`config.mk`:
```
export PLATFORM = sky130hd
export DESIGN_NAME = tl_ul_inflight_monitor
export DESIGN_NICKNAME = d
export VERILOG_FILES = /design/src/rtl/tl_ul_mon_pkg.sv /design/src/rtl/tl_ul_source_table.sv /design/src/rtl/tl_ul_inflight_monitor.sv
export SDC_FILE = /design/constraint.sdc
export NUM_CORES = 1
export LEC_CHECK = 0
export ABC_AREA = 1
export BUFFER_PORTS_ARGS = -buffer_cell sky130_fd_sc_hd__buf_2
export CAP_MARGIN = 10
export CORE_ASPECT_RATIO = 2
export CORE_MARGIN = 8
export CORE_UTILIZATION = 29
export CTS_CLUSTER_DIAMETER = 50
export DETAILED_ROUTE_END_ITERATION = 10
export GPL_ROUTABILITY_DRIVEN = 0
export PLACE_DENSITY = 0.54
export SETUP_SLACK_MARGIN = 0.4
export SLEW_MARGIN = 20
export SYNTH_ARGS = -nofsm -noshare
export SYNTH_HDL_FRONTEND = slang
export SYNTH_SLANG_ARGS = --single-unit
export TNS_END_PERCENT = 10
```
`constraint.sdc`:
```
create_clock -name clock -period 7.4 [get_ports clock]
set_input_delay 0.37 -clock clock [delete_from_list [all_inputs] [get_ports clock]]
set_output_delay 0.37 -clock clock [all_outputs]
set_load 0.05 [all_outputs]
```
`src/rtl/tl_ul_mon_pkg.sv`:
```
// ---------------------------------------------------------------------------
// tl_ul_mon_pkg
// Shared definitions for the TileLink-UL inflight monitor:
//   - A/D channel opcode constants
//   - err_code_e : violation codes 0..7, also the bit positions in err_sticky
//   - expected_mask() : the byte-lane group an access of a given size/address
//     must drive, for a bus of a given width
// ---------------------------------------------------------------------------
package tl_ul_mon_pkg;

  localparam logic [2:0] A_PUT_FULL        = 3'd0;
  localparam logic [2:0] A_PUT_PARTIAL     = 3'd1;
  localparam logic [2:0] A_GET             = 3'd4;

  localparam logic [2:0] D_ACCESS_ACK      = 3'd0;
  localparam logic [2:0] D_ACCESS_ACK_DATA = 3'd1;

  // Widest beat (in byte lanes) expected_mask() can describe.
  localparam int MAX_LANES = 64;
  localparam int NUM_ERRS  = 8;

  typedef enum logic [3:0] {
    ERR_A_OPCODE     = 4'd0,
    ERR_A_PARAM      = 4'd1,
    ERR_A_ALIGN      = 4'd2,
    ERR_A_MASK       = 4'd3,
    ERR_A_DUP_SOURCE = 4'd4,
    ERR_D_UNEXPECTED = 4'd5,
    ERR_D_MISMATCH   = 4'd6,
    ERR_TIMEOUT      = 4'd7
  } err_code_e;

  // Lanes covered by an access: the whole beat when the access is at least
  // one beat wide, otherwise the size-aligned group of 2**size lanes that
  // contains the addressed byte. Bits at and above 'lanes' are always zero.
  function automatic logic [MAX_LANES-1:0] expected_mask(
    input int unsigned lanes,
    input int unsigned lanes_log2,
    input int unsigned size,
    input int unsigned addr
  );
    logic [MAX_LANES-1:0] m;
    int unsigned group;
    int unsigned base;
    m = '0;
    if (size >= lanes_log2) begin
      group = lanes;
      base  = 0;
    end else begin
      group = 32'd1 << size;
      base  = addr & (lanes - 1) & ~(group - 1);
    end
    for (int unsigned i = 0; i < MAX_LANES; i++) begin
      m[i] = (i >= base) && (i < base + group) && (i < lanes);
    end
    return m;
  endfunction

endpackage

```
`src/rtl/tl_ul_source_table.sv`:
```
// ---------------------------------------------------------------------------
// tl_ul_source_table
// One entry per source ID: valid, expected D opcode, request size.
// Ports:
//   clock, reset               : clock, synchronous active-high reset (clears valid)
//   alloc_en/source/exp_opcode/size : write an entry (marks it valid)
//   retire_en/source           : clear an entry's valid bit
//   a_lookup_source -> a_lookup_valid
//   d_lookup_source -> d_lookup_valid/exp_opcode/size
// Lookups return the contents as they were at the start of the cycle, so a
// same-cycle alloc/retire never influences the checks made in that cycle.
// When alloc and retire hit the same entry in one cycle, alloc wins.
// ---------------------------------------------------------------------------
module tl_ul_source_table
  import tl_ul_mon_pkg::*;
#(
  parameter int SOURCE_BITS = 5,
  parameter int SIZE_BITS   = 3
) (
  input  logic                   clock,
  input  logic                   reset,
  input  logic                   alloc_en,
  input  logic [SOURCE_BITS-1:0] alloc_source,
  input  logic                   alloc_exp_opcode,
  input  logic [SIZE_BITS-1:0]   alloc_size,
  input  logic                   retire_en,
  input  logic [SOURCE_BITS-1:0] retire_source,
  input  logic [SOURCE_BITS-1:0] a_lookup_source,
  output logic                   a_lookup_valid,
  input  logic [SOURCE_BITS-1:0] d_lookup_source,
  output logic                   d_lookup_valid,
  output logic                   d_lookup_exp_opcode,
  output logic [SIZE_BITS-1:0]   d_lookup_size
);

  localparam int DEPTH = 1 << SOURCE_BITS;

  logic [DEPTH-1:0]     valid_reg;
  logic [DEPTH-1:0]     valid_next;
  logic                 exp_opcode_mem [DEPTH];
  logic [SIZE_BITS-1:0] size_mem       [DEPTH];

  generate
    for (genvar gi = 0; gi < DEPTH; gi++) begin : g_valid
      assign valid_next[gi] =
        (alloc_en && alloc_source == SOURCE_BITS'(gi)) ? 1'b1 :
        (retire_en && retire_source == SOURCE_BITS'(gi)) ? 1'b0 :
        valid_reg[gi];
    end
  endgenerate

  always_ff @(posedge clock) begin
    if (reset) begin
      valid_reg <= '0;
    end else begin
      valid_reg <= valid_next;
    end
  end

  // Payload needs no reset: it is only ever looked at behind a valid bit.
  // Reads are asynchronous because the checks need this cycle's contents.
  always_ff @(posedge clock) begin
    if (alloc_en) begin
      exp_opcode_mem[alloc_source] <= alloc_exp_opcode;
      size_mem[alloc_source]       <= alloc_size;
    end
  end

  assign a_lookup_valid      = valid_reg[a_lookup_source];
  assign d_lookup_valid      = valid_reg[d_lookup_source];
  assign d_lookup_exp_opcode = exp_opcode_mem[d_lookup_source];
  assign d_lookup_size       = size_mem[d_lookup_source];

endmodule

```
`src/rtl/tl_ul_inflight_monitor.sv`:
```
// ---------------------------------------------------------------------------
// tl_ul_inflight_monitor
// Passive TileLink-UL monitor on one A/D channel pair. Tracks outstanding
// requests per source, checks A legality and D correspondence, and runs a
// no-progress watchdog.
// Ports:
//   clock, reset        : clock, synchronous active-high reset
//   a_* / d_*           : observed A and D channels (fire = valid & ready)
//   clear_sticky        : clears err_sticky (new violations in the same cycle win)
//   err_pulse           : one-cycle pulse, the cycle after a violating cycle
//   err_code/err_source : lowest-numbered violation and its source; held
//   err_sticky          : OR of all violation bits since reset/clear
//   inflight_cnt        : number of valid table entries
// ---------------------------------------------------------------------------
module tl_ul_inflight_monitor
  import tl_ul_mon_pkg::*;
#(
  parameter int SOURCE_BITS = 5,
  parameter int ADDR_BITS   = 32,
  parameter int DATA_BYTES  = 4,
  parameter int SIZE_BITS   = 3,
  parameter int TIMEOUT     = 1024
) (
  input  logic                   clock,
  input  logic                   reset,
  input  logic                   a_valid,
  input  logic                   a_ready,
  input  logic [2:0]             a_opcode,
  input  logic [2:0]             a_param,
  input  logic [SIZE_BITS-1:0]   a_size,
  input  logic [SOURCE_BITS-1:0] a_source,
  input  logic [ADDR_BITS-1:0]   a_address,
  input  logic [DATA_BYTES-1:0]  a_mask,
  input  logic                   d_valid,
  input  logic                   d_ready,
  input  logic [2:0]             d_opcode,
  input  logic [1:0]             d_param,
  input  logic [SIZE_BITS-1:0]   d_size,
  input  logic [SOURCE_BITS-1:0] d_source,
  input  logic                   d_denied,
  input  logic                   d_corrupt,
  input  logic                   clear_sticky,
  output logic                   err_pulse,
  output logic [3:0]             err_code,
  output logic [SOURCE_BITS-1:0] err_source,
  output logic [7:0]             err_sticky,
  output logic [SOURCE_BITS:0]   inflight_cnt
);

  localparam int LANE_BITS = $clog2(DATA_BYTES);
  localparam int CNT_BITS  = SOURCE_BITS + 1;
  localparam int WD_BITS   = $clog2(TIMEOUT);
  localparam logic [WD_BITS-1:0] WD_LAST = WD_BITS'(TIMEOUT - 1);

  logic a_fire, d_fire;
  assign a_fire = a_valid && a_ready;
  assign d_fire = d_valid && d_ready;

  // Denied/corrupt are informational only for this monitor.
  logic unused_d_flags;
  assign unused_d_flags = d_denied ^ d_corrupt;

  // ---- source table -------------------------------------------------------
  logic                 a_entry_valid;
  logic                 d_entry_valid;
  logic                 d_entry_exp_opcode;
  logic [SIZE_BITS-1:0] d_entry_size;
  logic                 d_retire;
  logic                 a_dup;
  logic                 a_alloc_new;

  assign d_retire = d_fire && d_entry_valid;
  // An entry being retired by D this cycle may be reused by A this cycle.
  assign a_dup = a_entry_valid && !(d_retire && d_source == a_source);
  // Only a previously-free entry grows the count; a dup just overwrites.
  assign a_alloc_new = a_fire && !a_dup;

  tl_ul_source_table #(
    .SOURCE_BITS (SOURCE_BITS),
    .SIZE_BITS   (SIZE_BITS)
  ) u_table (
    .clock               (clock),
    .reset               (reset),
    .alloc_en            (a_fire),
    .alloc_source        (a_source),
    .alloc_exp_opcode    (a_opcode == A_GET),
    .alloc_size          (a_size),
    .retire_en           (d_retire),
    .retire_source       (d_source),
    .a_lookup_source     (a_source),
    .a_lookup_valid      (a_entry_valid),
    .d_lookup_source     (d_source),
    .d_lookup_valid      (d_entry_valid),
    .d_lookup_exp_opcode (d_entry_exp_opcode),
    .d_lookup_size       (d_entry_size)
  );

  // ---- A-channel legality -------------------------------------------------
  logic [ADDR_BITS-1:0] align_sel;
  generate
    for (genvar gi = 0; gi < ADDR_BITS; gi++) begin : g_align
      assign align_sel[gi] = int'(a_size) > gi;
    end
  endgenerate

  logic a_opcode_bad;
  logic a_misaligned;
  logic a_mask_bad;
  logic mask_full;
  logic [MAX_LANES-1:0] exp_mask_wide;
  logic [MAX_LANES-1:0] a_mask_wide;

  assign a_opcode_bad = !(a_opcode == A_GET || a_opcode == A_PUT_FULL ||
                          a_opcode == A_PUT_PARTIAL);
  assign a_misaligned = |(a_address & align_sel);
  assign mask_full    = int'(a_size) >= LANE_BITS;
  assign a_mask_wide  = MAX_LANES'(a_mask);
  assign exp_mask_wide = expected_mask(DATA_BYTES, LANE_BITS, 32'(a_size), 32'(a_address));

  // Sub-beat PutPartial may drive any nonzero subset of its lane group;
  // everything else must drive exactly the group (the full beat when wide).
  assign a_mask_bad = (a_opcode == A_PUT_PARTIAL && !mask_full) ?
                      (a_mask_wide == '0 || (a_mask_wide & ~exp_mask_wide) != '0) :
                      (a_mask_wide != exp_mask_wide);

  // ---- watchdog and inflight count ----------------------------------------
  logic [WD_BITS-1:0]  wd_reg;
  logic [CNT_BITS-1:0] inflight_reg;
  logic                wd_timeout;

  assign wd_timeout = !d_fire && inflight_reg != '0 && wd_reg == WD_LAST;

  always_ff @(posedge clock) begin
    if (reset) begin
      wd_reg       <= '0;
      inflight_reg <= '0;
    end else begin
      if (d_fire || inflight_reg == '0 || wd_timeout) begin
        wd_reg <= '0;
      end else begin
        wd_reg <= wd_reg + 1'b1;
      end
      inflight_reg <= inflight_reg + CNT_BITS'(a_alloc_new) - CNT_BITS'(d_retire);
    end
  end

  // ---- violation collection -----------------------------------------------
  logic [NUM_ERRS-1:0] err_vec;
  always_comb begin
    err_vec                   = '0;
    err_vec[ERR_A_OPCODE]     = a_fire && a_opcode_bad;
    err_vec[ERR_A_PARAM]      = a_fire && a_param != 3'd0;
    err_vec[ERR_A_ALIGN]      = a_fire && a_misaligned;
    err_vec[ERR_A_MASK]       = a_fire && a_mask_bad;
    err_vec[ERR_A_DUP_SOURCE] = a_fire && a_dup;
    err_vec[ERR_D_UNEXPECTED] = d_fire && !d_entry_valid;
    err_vec[ERR_D_MISMATCH]   = d_fire &&
      ((d_entry_valid && (d_opcode != {2'b00, d_entry_exp_opcode} ||
                          d_size != d_entry_size)) ||
       d_param != 2'd0);
    err_vec[ERR_TIMEOUT]      = wd_timeout;
  end

  logic [3:0]             lowest_code;
  logic [SOURCE_BITS-1:0] lowest_source;
  always_comb begin
    lowest_code = 4'd0;
    for (int i = NUM_ERRS - 1; i >= 0; i--) begin
      if (err_vec[i]) lowest_code = 4'(i);
    end
    if (lowest_code <= ERR_A_DUP_SOURCE) begin
      lowest_source = a_source;
    end else if (lowest_code <= ERR_D_MISMATCH) begin
      lowest_source = d_source;
    end else begin
      lowest_source = '0;
    end
  end

  logic                   err_pulse_reg;
  logic [3:0]             err_code_reg;
  logic [SOURCE_BITS-1:0] err_source_reg;
  logic [7:0]             err_sticky_reg;

  always_ff @(posedge clock) begin
    if (reset) begin
      err_pulse_reg  <= 1'b0;
      err_code_reg   <= 4'd0;
      err_source_reg <= '0;
      err_sticky_reg <= 8'd0;
    end else begin
      err_pulse_reg <= |err_vec;
      if (|err_vec) begin
        err_code_reg   <= lowest_code;
        err_source_reg <= lowest_source;
      end
      // OR after the clear so a violation in the clearing cycle survives.
      err_sticky_reg <= (clear_sticky ? 8'd0 : err_sticky_reg) | err_vec;
    end
  end

  assign err_pulse    = err_pulse_reg;
  assign err_code     = err_code_reg;
  assign err_source   = err_source_reg;
  assign err_sticky   = err_sticky_reg;
  assign inflight_cnt = inflight_reg;

endmodule

```
# Word-level counts from Yosys, hierarchy flattened
# Memory sizes are Yosys's and may differ from the RTL's.
# Cells that the tools add are included.
# classes
bitwise_logic,6
muxes,84
n_reduce_logical,142
shifts,1
n_eq_ne,69
n_lt_le_gt_ge,21
add_sub_neg,5
# ops
op,count
$eq A5 B5 Y1 const B,32
$logic_and A1 B1 Y1,85
$eq A5 B4 Y1 const B,16
$mux W1,69
$reduce_bool A2 Y1,33
$and A4 B64 Y64,1
$ge A1 B32 Y1 const A,2
$ge A2 B32 Y1 const A,2
$logic_not A64 Y1,1
$lt A1 B32 Y1 const A,2
$lt A2 B32 Y1 const A,2
$mux W32,2
$not A4 Y64,1
$reduce_bool A64 Y1,1
$eq A5 B3 Y1 const B,8
$add A32 B32 Y32,1
$and A2 B32 Y32,1
$and A32 B7 Y32,1
$not A32 Y32,1
$reduce_or A32 Y1,1
$shl A1 B3 Y32 const A,1
$sub A32 B1 Y32 const B,1
$mux W4,7
$eq A5 B2 Y1 const B,4
31 further kinds,53
# word_totals
ramBits,128
in_bits,72
reg_bits,66
memories,2
elab_cells,368
output_inout_bits,24
# memory_table
memory,depth,word_bits,read_ports,rd_clocked_by_memory_dff,wr,line_no,text
u_table.size_mem,32,3,1,0,1,tl_ul_source_table.sv:41,logic [SIZE_BITS-1:0] size_mem [DEPTH];
u_table.exp_opcode_mem,32,1,1,0,1,tl_ul_source_table.sv:40,logic exp_opcode_mem [DEPTH];

# Logic depth before layout (Yosys ltp)
# Gate-level depths: netlist of run 1.
# logic_depth
depth_word,21
depth_mapped,26
ltp_nobuf,26

# Cells and area by module
# Synthesis of run 1 repeated with hierarchy kept, for this count alone.
# unflattened
hier_cells,1160
hier_area_um2,9566.7
# by_module_without_submodules
module,cells_each,seq_area_each_um2,area_per_inst_um2,instances
tl_ul_source_table,829,4484.3,7390.8,1
tl_ul_inflight_monitor,331,660.6,2175.8,1

# Worst setup path after synthesis of run 1
# No wires, ideal clock.
# synth_timing
kind,input port to flip-flop
startpoint,input a_size[2]
endpoint,register err_source_reg[0] (netlist: err_source[0])
path_buffers,0
cell_stages,23
t_arrival_ns,3.315
setup_time_ns,0.113
t_required_ns,7.287
setup_slack_ns,3.971
path_cell_list,nor2_1 -> inv_1 -> nor2_1 -> inv_1 -> nor2_1 -> ha_1 -> inv_1 -> fa_1 -> inv_1 -> nand3_1 -> o21ai_0 -> nand2_1 -> o211ai_1 -> ha_1 -> nand2_1 -> o311ai_0 -> nand2_1 -> nor2_1 -> inv_1 -> nor2_2 -> nor2_2 -> nand3_1 -> nand2_1
# synth_via
elab_chain_cells,21
elab_cells_between_ends,49
cone_classes,add/sub (2); order compare (19); eq/ne (1); shift (1); mux (9); bitwise (5); reduce/logical (12)
# synth_lines
element,line_no,text
start: declaration,tl_ul_inflight_monitor.sv:30,"input logic [SIZE_BITS-1:0] a_size,"
$shl A1 B3 Y32,tl_ul_mon_pkg.sv:50,group = 32'd1 << size;
$sub A32 B1 Y32,tl_ul_mon_pkg.sv:51,base = addr & (lanes - 1) & ~(group - 1);
$not A32 Y32,tl_ul_mon_pkg.sv:51,
$and A2 B32 Y32,tl_ul_mon_pkg.sv:51,
$mux W32,tl_ul_mon_pkg.sv:46,if (size >= lanes_log2) begin
$add A32 B32 Y32,--,
$lt A1 B32 Y1 / $lt A2 B32 Y1 (equally long branches),tl_ul_mon_pkg.sv:54,m[i] = (i >= base) && (i < base + group) && (i < lanes);
$logic_and A1 B1 Y1,tl_ul_mon_pkg.sv:54,
(+2 left out),--,
$reduce_bool A64 Y1,tl_ul_inflight_monitor.sv:123,(a_mask_wide == '0 || (a_mask_wide & ~exp_mask_wide) != '0) :
$logic_or A1 B1 Y1,tl_ul_inflight_monitor.sv:123,
$mux W1,tl_ul_inflight_monitor.sv:122,assign a_mask_bad = (a_opcode == A_PUT_PARTIAL && !mask_full) ?
$logic_and A1 B1 Y1,tl_ul_inflight_monitor.sv:154,err_vec[ERR_A_MASK] = a_fire && a_mask_bad;
$mux W4 (4 in a row),tl_ul_inflight_monitor.sv:169,if (err_vec[i]) lowest_code = 4'(i);
$le A4 B3 Y1,tl_ul_inflight_monitor.sv:173,end else if (lowest_code <= ERR_D_MISMATCH) begin
$mux W5,tl_ul_inflight_monitor.sv:173,
$mux W5,tl_ul_inflight_monitor.sv:171,if (lowest_code <= ERR_A_DUP_SOURCE) begin
end signal: assignment,tl_ul_inflight_monitor.sv:195,err_source_reg <= lowest_source;
end: declaration,tl_ul_inflight_monitor.sv:182,logic [SOURCE_BITS-1:0] err_source_reg;
# Parallel ways exist; a longest one is shown, timed or not.
# A chain may end at the register's enable or synchronous reset.

# Final worst setup path of run 1
# layout_timing
startpoint,input a_size[2]
endpoint,register err_source_reg[4] (netlist: err_source[4])
# Same word-level chain as after synthesis.

==> results.py, run 1 <==
metrics = {
    "die": {
        "rows": 92,
        "start_util_pct": 29.4,
        "core_um2": 31400,
        "die_area_um2": 38100,
        "fp.dieW_um": 142,
        "ios": 96,
        "die_h_um": 268,
    },
    "detailed_routing": {
        "routedWlPerCell_um": 16.9,
        "antenna_left": 0,
        "vias": 7586,
        "via_per_inst": 4.72,
        "wl_um": 27200,
        "drtIter0Drc": 385,
        "drc": 0,
        "dr.pass1.iters": 5,
    },
    "layout": {
        "largest_reg_flops": 96,
        "antennaDiodeCount": 0,
        "final_util_pct": 33.6,
        "nets": 1259,
        "area_delta_synth_final_pct": 14.3,
        "drive_gt1_share_pct": 10.7,
    },
    "logic_synthesis": {
        "async_flop_share_pct": 0,
        "synth_common_cells": "390 x nand2_1, 174 x nor2_1, 128 x edfxtp_1",
        "synth_seq_cells": 193,
        "synth-seq-area-share_pct": 55.7,
        "synth_cells": 1118,
        "synth_nets": 1207,
        "syn_area_um2": 9230,
        "synth_most_common_cell": "nand2_1",
        "ys.flop_type": "edfxtp_1",
        "synth_top_area_cell": "edfxtp_1",
        "synth_warnings": 0,
        "ys_types": 38,
        "avgSynthCellArea_um2": 8.26,
        "synth_edf_count": 128,
        "yosys-top-cells-area": "edfxtp_1 42%, nand2_1 16%, dfxtp_1 14%, nor2_1 7.1%, a21oi_1 4.1%",
        "synth_top_area_share_pct": 41.6,
    },
    "grt": {
        "grt_pass1_vias": 7685,
        "grt_max_degree": 48,
        "antenna_found_initial": 0,
        "gr-usage-all-layers_pct": 14.7,
        "gr-total-overflow": 0,
        "grt_pass1_wl_um": 42300,
    },
    "hold_path": {
        "hold_path.class": "in2reg",
        "min_from": "a_param[2]",
    },
    "worst_setup_path": {
        "required_ps": 7740,
        "path_cells": "buf_2, nor2_1, inv_1, nor2_1, inv_1, nor2_1, ha_1, inv_1, fa_1, inv_1, o21ai_0, nand2_1, o211ai_1, ha_1, nand2_1, o311ai_0, buf_4, nand2_1, nor2_1, nand4_1, nand2_1, nand2_1, nand3_1, nand2_1",
        "worstReg2RegStart": "u_table.valid_reg[8]",
        "start_kind": "primary input",
        "cp_slowest_cell": "buf_2",
        "cp_max_fo": 34,
        "cp_data_arrival_time_ps": 4340,
        "cpMostUsedCell": "nand2_1",
        "crit_family": "simple AND/OR/NAND/NOR gates",
        "worst-path-buf-inv": 6,
        "worstSetupPathType": "in2reg",
        "rrSetupSlack_ps": 4290,
        "crit_path_start": "a_size[2]",
        "cp-end-kind": "flip-flop",
        "max_stage_delay_ps": 500,
    },
    "placement": {
        "portBuffers": 67,
        "pre_cts_ws_ps": 2870,
        "dp_hpwl_um": 19200,
    },
    "cts": {
        "cts_setup_buffers": 0,
        "post_cts_resized": 0,
        "cts.root.buffer_cell": "clkbuf_16",
        "clockBufferDepth": 2,
        "cts_buffers": 17,
        "htree_levels": 4,
        "cts_hold_buf": 0,
        "cts_tree": "yes",
        "clock_latency_ps": 440,
        "path_clk_slew_ps": 70,
        "clkSinkCount": 193,
    },
    "sta": {
        "fin_crit_ps": 4000,
        "layout_setup_ws_ps": 3400,
        "post-route-period-util_pct": 54.0,
        "slew_viol_final": 0,
        "max_freq_mhz": 250,
        "maxSlewHeadroom_pct": 34.0,
        "setup_viol": 0,
        "rsz0062_at_grt": "false",
        "finalHoldViolCount": 0,
        "tightestPinTransition_ps": 990,
        "setup_tns_ps": 0,
        "clock_skew_ps": 7.11,
    },
    "pwr": {
        "power.density_nw_per_um2": 231,
        "clkPwrFrac_pct": 37.3,
        "seqPwrFrac_pct": 48.6,
        "total_power_mw": 2.44,
        "power.switching_mw": 0.701,
        "switching_share_pct": 28.8,
        "p_int_mw": 1.74,
        "leakagePower_nw": 4.29,
        "peakVddDrop_v": 0.000179,
        "comb_power_share_pct": 14.1,
    },
    "run_status": {
        "status": "completed",
    },
    "job": {
        "drv_cap": 0,
    },
}
power groups by stage:
stage          registers, mW  logic, mW  clock network (mW)
3_3_place_gp            1.21      0.342                   0
6_report                1.18      0.343               0.910
2_1_floorplan           1.26      0.179                   0
5_1_grt                 1.19      0.382               0.969
3_5_place_dp            1.21      0.345                   0
4_1_cts                 1.18      0.346               0.927
area by class of cell:
cell class	count	area (µm²)
multi-input cells	792	3560
clock buffers	17	425
inverters	88	330
clock inverters	15	148
flip-flops and latches	193	5140
repair buffers	78	418
well taps	423	529
fillers	3282	20900
metrics by stage:
stage          area, µm²  hold slack, ps  instances
6_report           10600             244       1606
5_1_grt            10600             287       1606
4_1_cts            10600             228       1606
3_5_place_dp        9980             434       1574
3_3_place_gp        9980             438       1574
2_1_floorplan       9230             430       1118
cells in the final DEF, fill, tap and decap left out, types with 2 or more instances in the layout:
cell / synthesis / routed
a21oi_1: 76 / 76
a22oi_1: 4 / 4
and2_1: 2 / 2
buf_2: 16 / 67
buf_4: 3 / 11
clkbuf_16: 0 / 17
clkinv_2: 0 / 3
clkinv_4: 0 / 2
dfxtp_1: 65 / 65
edfxtp_1: 128 / 128
fa_1: 2 / 2
ha_1: 15 / 15
inv_1: 83 / 83
inv_2: 4 / 4
inv_6: 0 / 5
inv_8: 0 / 3
nand2_1: 390 / 390
nand3_1: 29 / 29
nand3b_1: 2 / 2
nand4_1: 46 / 46
nor2_1: 174 / 173
nor2_2: 7 / 8
nor3_1: 3 / 3
nor3b_1: 3 / 3
o21ai_0: 13 / 13
o21ai_1: 4 / 4
o22ai_1: 4 / 4
o31ai_1: 2 / 2
or2_2: 2 / 2
xnor2_1: 2 / 2
xor2_1: 3 / 3
per-layer routing:
metal | vias up | track usage, % | share of wire, %
met5 | - | 0 | 0
met1 | 3544 | 14.5 | 37
li1 | 3750 | - | -
met4 | 0 | 9.87 | 5.9
met2 | 219 | 27.5 | 53
met3 | 73 | 2.62 | 3.9
worst reg2reg max path, delay by kind of cell, from the launching register on:
family | cells | cell delay [ps]
flops | 1 | 380
compound gates | 2 | 210
simple gates | 14 | 1080
buf+inv | 3 | 460
fa+ha+maj | 3 | 880
worst paths after layout:
path / to / cells after the start
min reg2reg: err_source[0] / 2
max reg2reg: inflight_cnt[4] / 22
min: err_sticky[1] / 3
max: err_source[4] / 24
cell families after synthesis:
| kind of cell | share of synthesized area (%) |
|---|---|
| buffers and inverters | 5.75 |
| flip-flops | 55.7 |
| other | 0.0406 |
| AO/OA/AOI/OAI | 6.13 |
| adder cells (fa/ha/maj) | 2.47 |
| XOR/XNOR | 0.475 |
| AND/OR/NAND/NOR | 29.4 |
Note: power is estimated with default switching activity, not from simulation.
==> inputs of run 2 (changes only) <==
Settings changed: ABC_AREA 1 to 0, PLACE_DENSITY 0.54 to 0.56.
Clock period 7.4 ns to 3.67 ns, I/O delays scaled along.
==> run 2 against run 1 <==
Largest power group unchanged. Worst hold slack got worse by 140 ps. First-iteration DRC count rose by 43%. Critical endpoint is now err_source[1]. Cell count fell by 23%. Largest cell class unchanged. Global-route usage barely moved. Non-clock buffer count rose by 51. Via count fell by 16%. Clock skew rose by 7.5 ps. Sequential power rose by 100%. Flip-flop and latch count did not move.
==> results.py, run 2 <==
metrics = {
    "placement": {
        "portBuffers": 67,
        "dp_hpwl_um": 20400,
        "pre_cts_ws_ps": -635,
    },
    "run_status": {
        "status": "completed",
    },
    "sta": {
        "clock_skew_ps": 14.6,
        "maxSlewHeadroom_pct": 40.5,
        "fin_crit_ps": 3610,
        "tightestPinTransition_ps": 881,
        "setup_tns_ps": 0,
        "setup_viol": 0,
        "max_freq_mhz": 277,
        "post-route-period-util_pct": 98.4,
        "rsz0062_at_grt": "true",
        "layout_setup_ws_ps": 57.1,
        "finalHoldViolCount": 0,
        "slew_viol_final": 0,
    },
    "detailed_routing": {
        "vias": 6358,
        "drc": 0,
        "drtIter0Drc": 551,
        "wl_um": 26800,
        "routedWlPerCell_um": 21.6,
        "antenna_left": 0,
        "dr.pass1.iters": 5,
        "via_per_inst": 5.14,
    },
    "logic_synthesis": {
        "synth_top_area_share_pct": 42.7,
        "yosys-top-cells-area": "edfxtp_1 43%, dfxtp_1 14%, mux4_2 5.8%, mux2i_1 4.8%, a21oi_1 2.8%",
        "synth_edf_count": 128,
        "async_flop_share_pct": 0,
        "synth_common_cells": "128 x edfxtp_1, 65 x dfxtp_1, 60 x nand2_1",
        "avgSynthCellArea_um2": 12.2,
        "synth-seq-area-share_pct": 57.1,
        "ys_types": 74,
        "ys.flop_type": "edfxtp_1",
        "synth_nets": 828,
        "synth_most_common_cell": "edfxtp_1",
        "syn_area_um2": 9000,
        "synth_cells": 739,
        "synth_top_area_cell": "edfxtp_1",
        "synth_warnings": 0,
        "synth_seq_cells": 193,
    },
    "cts": {
        "cts_buffers": 17,
        "path_clk_slew_ps": 80,
        "clkSinkCount": 193,
        "htree_levels": 4,
        "clock_latency_ps": 450,
        "cts.root.buffer_cell": "clkbuf_16",
        "cts_hold_buf": 0,
        "cts_tree": "yes",
        "clockBufferDepth": 2,
    },
    "layout": {
        "mostFrequentLayoutCells": "128 x edfxtp_1, 64 x buf_2, 62 x dfxtp_1",
        "area_delta_synth_final_pct": 21.3,
        "drive_gt1_share_pct": 26.6,
        "antennaDiodeCount": 0,
        "fillers": 3049,
        "final_common_cell": "edfxtp_1",
        "nets": 940,
        "largest_reg_flops": 96,
    },
    "worst_setup_path": {
        "start_kind": "primary input",
        "cp_data_arrival_time_ps": 3950,
        "worstSetupPathType": "in2reg",
        "rrSetupSlack_ps": 520,
        "cp-end-kind": "flip-flop",
        "cp_max_fo": 5,
        "worstRegToRegCells": 11,
        "worstReg2RegEnd": "err_source[1]",
        "required_ps": 4000,
        "worstReg2RegStart": "u_table.size_mem[25][0]",
    },
    "grt": {
        "grt_max_degree": 35,
        "gr-total-overflow": 0,
        "grt_pass1_wl_um": 41000,
        "grt_pass1_vias": 6814,
        "gr-usage-all-layers_pct": 14.8,
        "antenna_found_initial": 0,
    },
    "die": {
        "start_util_pct": 29.3,
        "core_um2": 30700,
        "ios": 96,
        "rows": 91,
        "fp.dieW_um": 141,
        "die_h_um": 265,
        "die_area_um2": 37300,
    },
    "job": {
        "drv_cap": 0,
    },
    "pwr": {
        "power.density_nw_per_um2": 474,
        "total_power_mw": 5.17,
        "peakVddDrop_v": 0.000408,
        "leakagePower_nw": 4.13,
    },
    "hold_path": {
        "min_to": "err_sticky[7]",
        "holdPathStages": 4,
        "hold_path.class": "in2reg",
        "min_from": "clear_sticky",
    },
}
[run 2: cell count changes after synthesis, sizes merged, moves of 25 or more]
| cell | previous run | this run |
|---|---|---|
| inv | 87 | 52 |
| mux2i | 0 | 43 |
| mux4 | 0 | 25 |
| nand2 | 390 | 61 |
| nand4 | 47 | 6 |
| nor2 | 181 | 40 |
[run 2: final cells by class]
class | instances | area (µm²) | share of cell area, %
flip-flops and latches | 193 | 5150 | 47.1
repair buffers | 129 | 860 | 7.87
multi-input cells | 458 | 3610 | 33.1
well taps | 372 | 465 | 4.26
clock buffers | 17 | 425 | 3.90
clock inverters | 15 | 215 | 1.97
inverters | 52 | 195 | 1.79
[run 2: worst max path at each step]
stage                          endpoint  cells after the start  slack, ps      start
after floorplan           err_source[0]                     19       -100  a_size[2]
after global placement    err_source[4]                     20       -530  a_size[2]
after detailed placement  err_source[2]                     20       -640  a_size[2]
after CTS                 err_source[4]                     23         60  a_size[0]
after global routing      err_source[4]                     21       -120  a_size[1]
final                     err_source[1]                     21         60  a_size[1]
[run 2: kinds of logic (layout without fill, tap and decap cells)]
family          Yosys count  count (layout)  share of synthesized area [%]
mux                      74              74                           11.9
compound gates          150             150                           11.1
other cells               1               1                         0.0416
simple gates            197             197                           10.9
fa+ha+maj                17              17                           2.53
flops                   193             193                           57.1
buf+inv                  88             213                           4.56
xor+xnor                 19              19                           1.85
[run 2: repair_timing]
item                                    CTS  global route
pin swaps                                18            18
endpoints found under the setup margin    9            11
buffers inserted                          6             1
resized for setup                        21            19
[run 2: metrics by stage]
step	cells	util (%)	hold slack, ps	cell area [µm²]
after floorplan	739	-	282	9020
after detailed placement	1197	32.7	450	10000
final	1236	35.5	109	10900
after global placement	1197	32.7	448	10000
after CTS	1235	35.2	91.2	10800
after global routing	1236	35.5	133	10900
[run 2: routing by layer]
layer  vias up  routed length, µm  share of wire (%)  track usage [%]
met5         -                  0                  0                0
met3        46                872                3.3             2.19
met1      3125               9400                 35             14.6
met4         0               1000                3.7             6.78
met2       209              15500                 58             29.2
li1       2978                  -                  -                -
[run 2: worst max-delay path: stages]
cell and delay [ps]:
buf_8 100, nor3_4 180, and2_4 180, ha_4 130
inv_2 30, fa_2 360, a21o_1 220, buf_6 120
buf_6 100, a22o_4 220, ha_4 150, or4_1 500
nor2_1 130, a311o_1 250, o31ai_4 100, buf_4 160
buf_6 110, nor2_1 120, and2_1 240, nor3b_1 80
a221o_1 270
[run 2: where the power goes]
part | internal (mW) | total (mW) | switching [mW] | leakage, nW
registers | 2.36 | 2.40 | 0.0350 | 1.63
logic | 0.296 | 0.785 | 0.490 | 2.19
clock network | 1.01 | 1.99 | 0.979 | 0.311
total | 3.67 | 5.17 | 1.50 | 4.13
==> inputs of run 3 (changes only) <==
Settings changed: ABC_AREA 0 to 1.
==> run 3 against run 2 <==
Die area is 2.3% higher. Cell area down 1.4%. Combinational power down 9.7%. Routed wire length is 1.5% higher. Clock power fell by 4%. Worst setup slack better by 590 ps. Critical path depth rose by 4. Core utilization down 1.3 points. Via count grew 21%.
==> results.py, run 3 (same netlist as run 1, synthesis figures left out) <==
metrics = {
    "layout": {
        "final_util_pct": 34.3,
        "largest_reg_flops": 96,
        "antennaDiodeCount": 0,
        "mostFrequentLayoutCells": "389 x nand2_1, 170 x nor2_1, 128 x edfxtp_1",
        "fin_area_um2": 10800,
        "fin_cells": 1625,
        "final_common_cell": "nand2_1",
        "drive_gt1_share_pct": 12.6,
        "area_delta_synth_final_pct": 16.7,
        "nets": 1278,
    },
    "placement": {
        "portBuffers": 67,
        "dp.cells": 1593,
        "dp_hpwl_um": 20100,
        "place_area_um2": 10100,
        "pre_cts_ws_ps": -176,
    },
    "die": {
        "die_h_um": 268,
        "start_util_pct": 29.4,
        "die_area_um2": 38100,
        "core_um2": 31400,
        "rows": 92,
        "ios": 96,
        "fp.dieW_um": 142,
    },
    "sta": {
        "slew_viol_final": 0,
        "maxSlewHeadroom_pct": 57.0,
        "setup_viol": 0,
        "tightestPinTransition_ps": 642,
        "holdWs_ps": 73.2,
        "max_freq_mhz": 331,
        "rsz0062_at_grt": "false",
        "finalHoldViolCount": 0,
        "clock_skew_ps": 10.1,
        "fin_crit_ps": 3020,
        "layout_setup_ws_ps": 648,
        "post-route-period-util_pct": 82.3,
        "setup_tns_ps": 0,
    },
    "pwr": {
        "leakagePower_nw": 4.40,
        "peakVddDrop_v": 0.000418,
        "power.density_nw_per_um2": 466,
        "total_power_mw": 5.02,
    },
    "detailed_routing": {
        "dr.pass1.iters": 5,
        "wl_um": 27200,
        "routedWlPerCell_um": 16.7,
        "drtIter0Drc": 556,
        "antenna_left": 0,
        "drc": 0,
        "via_per_inst": 4.73,
        "vias": 7679,
    },
    "worst_setup_path": {
        "cpMostUsedCell": "nand2_1",
        "required_ps": 4010,
        "worst-path-buf-inv": 6,
        "cp-end-kind": "flip-flop",
        "max_stage_delay_ps": 380,
        "cp_slowest_cell": "fa_1",
        "worstSetupPathType": "in2reg",
        "cp_data_arrival_time_ps": 3360,
        "cp_max_fo": 5,
        "start_kind": "primary input",
        "crit_family": "simple AND/OR/NAND/NOR gates",
    },
    "cts": {
        "clockBufferDepth": 2,
        "cts_hold_buf": 0,
        "clock_latency_ps": 440,
        "htree_levels": 4,
        "cts_buffers": 17,
        "clkSinkCount": 193,
        "cts_tree": "yes",
        "path_clk_slew_ps": 70,
        "cts.root.buffer_cell": "clkbuf_16",
    },
    "grt": {
        "antenna_found_initial": 1,
        "gr-usage-all-layers_pct": 14.7,
        "gr-total-overflow": 0,
        "grt_pass1_vias": 7705,
        "grt_pass1_wl_um": 42200,
        "grt_max_degree": 48,
    },
    "run_status": {
        "status": "completed",
    },
    "job": {
        "drv_cap": 0,
    },
    "hold_path": {
        "hold_path.class": "in2reg",
    },
}
run 3: changes by cell type in the layout (fill, tap and decap cells not counted), sizes merged, moves of 8 or more:
cell | before | now
nand2 | 61 | 390
nor2 | 40 | 181
mux2i | 43 | 0
nand4 | 6 | 47
inv | 62 | 95
buf | 129 | 97
mux4 | 25 | 0
a21oi | 52 | 76
o21ai | 35 | 17
nor2b | 12 | 0
nand2b | 10 | 0
xnor2 | 10 | 2
run 3: path summary, 6_finish.rpt:
check / start / cells after the start / slack (ps) / endpoint
worst max-delay path: a_size[1] / 25 / 650 / err_source[3]
worst min-delay path: a_param[2] / 3 / 70 / err_sticky[1]
worst max register to register: u_table.valid_reg[22] / 22 / 920 / inflight_cnt[4]
worst min register to register: err_source[0] / 2 / 460 / err_source[0]
run 3: cell type report:
class | count | area (µm²)
Multi-Input combinational cell | 792 | 3590
Timing Repair Buffer | 97 | 561
Tap cell | 423 | 529
Sequential cell | 193 | 5140
Clock buffer | 17 | 425
Fill cell | 3264 | 20700
Clock inverter | 15 | 188
Inverter | 88 | 330
run 3: what timing repair did:
action / in CTS / in global routing
setup buffers: 0 / 0
endpoints found under the setup margin: 6 / 8
pin swaps: 1 / 5
gates resized for setup: 2 / 10
run 3: tightest hold or removal path: stages:
cell and delay (ps):
buf_2 80, o31ai_1 90, a21oi_1 120
run 3: power by group:
part | internal, mW | switching, mW | leakage, nW
sequential | 2.36 | 0.0296 | 1.63
combinational | 0.197 | 0.512 | 2.48
clock | 1.04 | 0.879 | 0.298
run 3: per-layer routing:
metal	wire length (µm)	track usage (%)
met1	9940	14.2
met2	15200	28.9
met3	885	2.15
met4	1160	8.00
met5	0	0
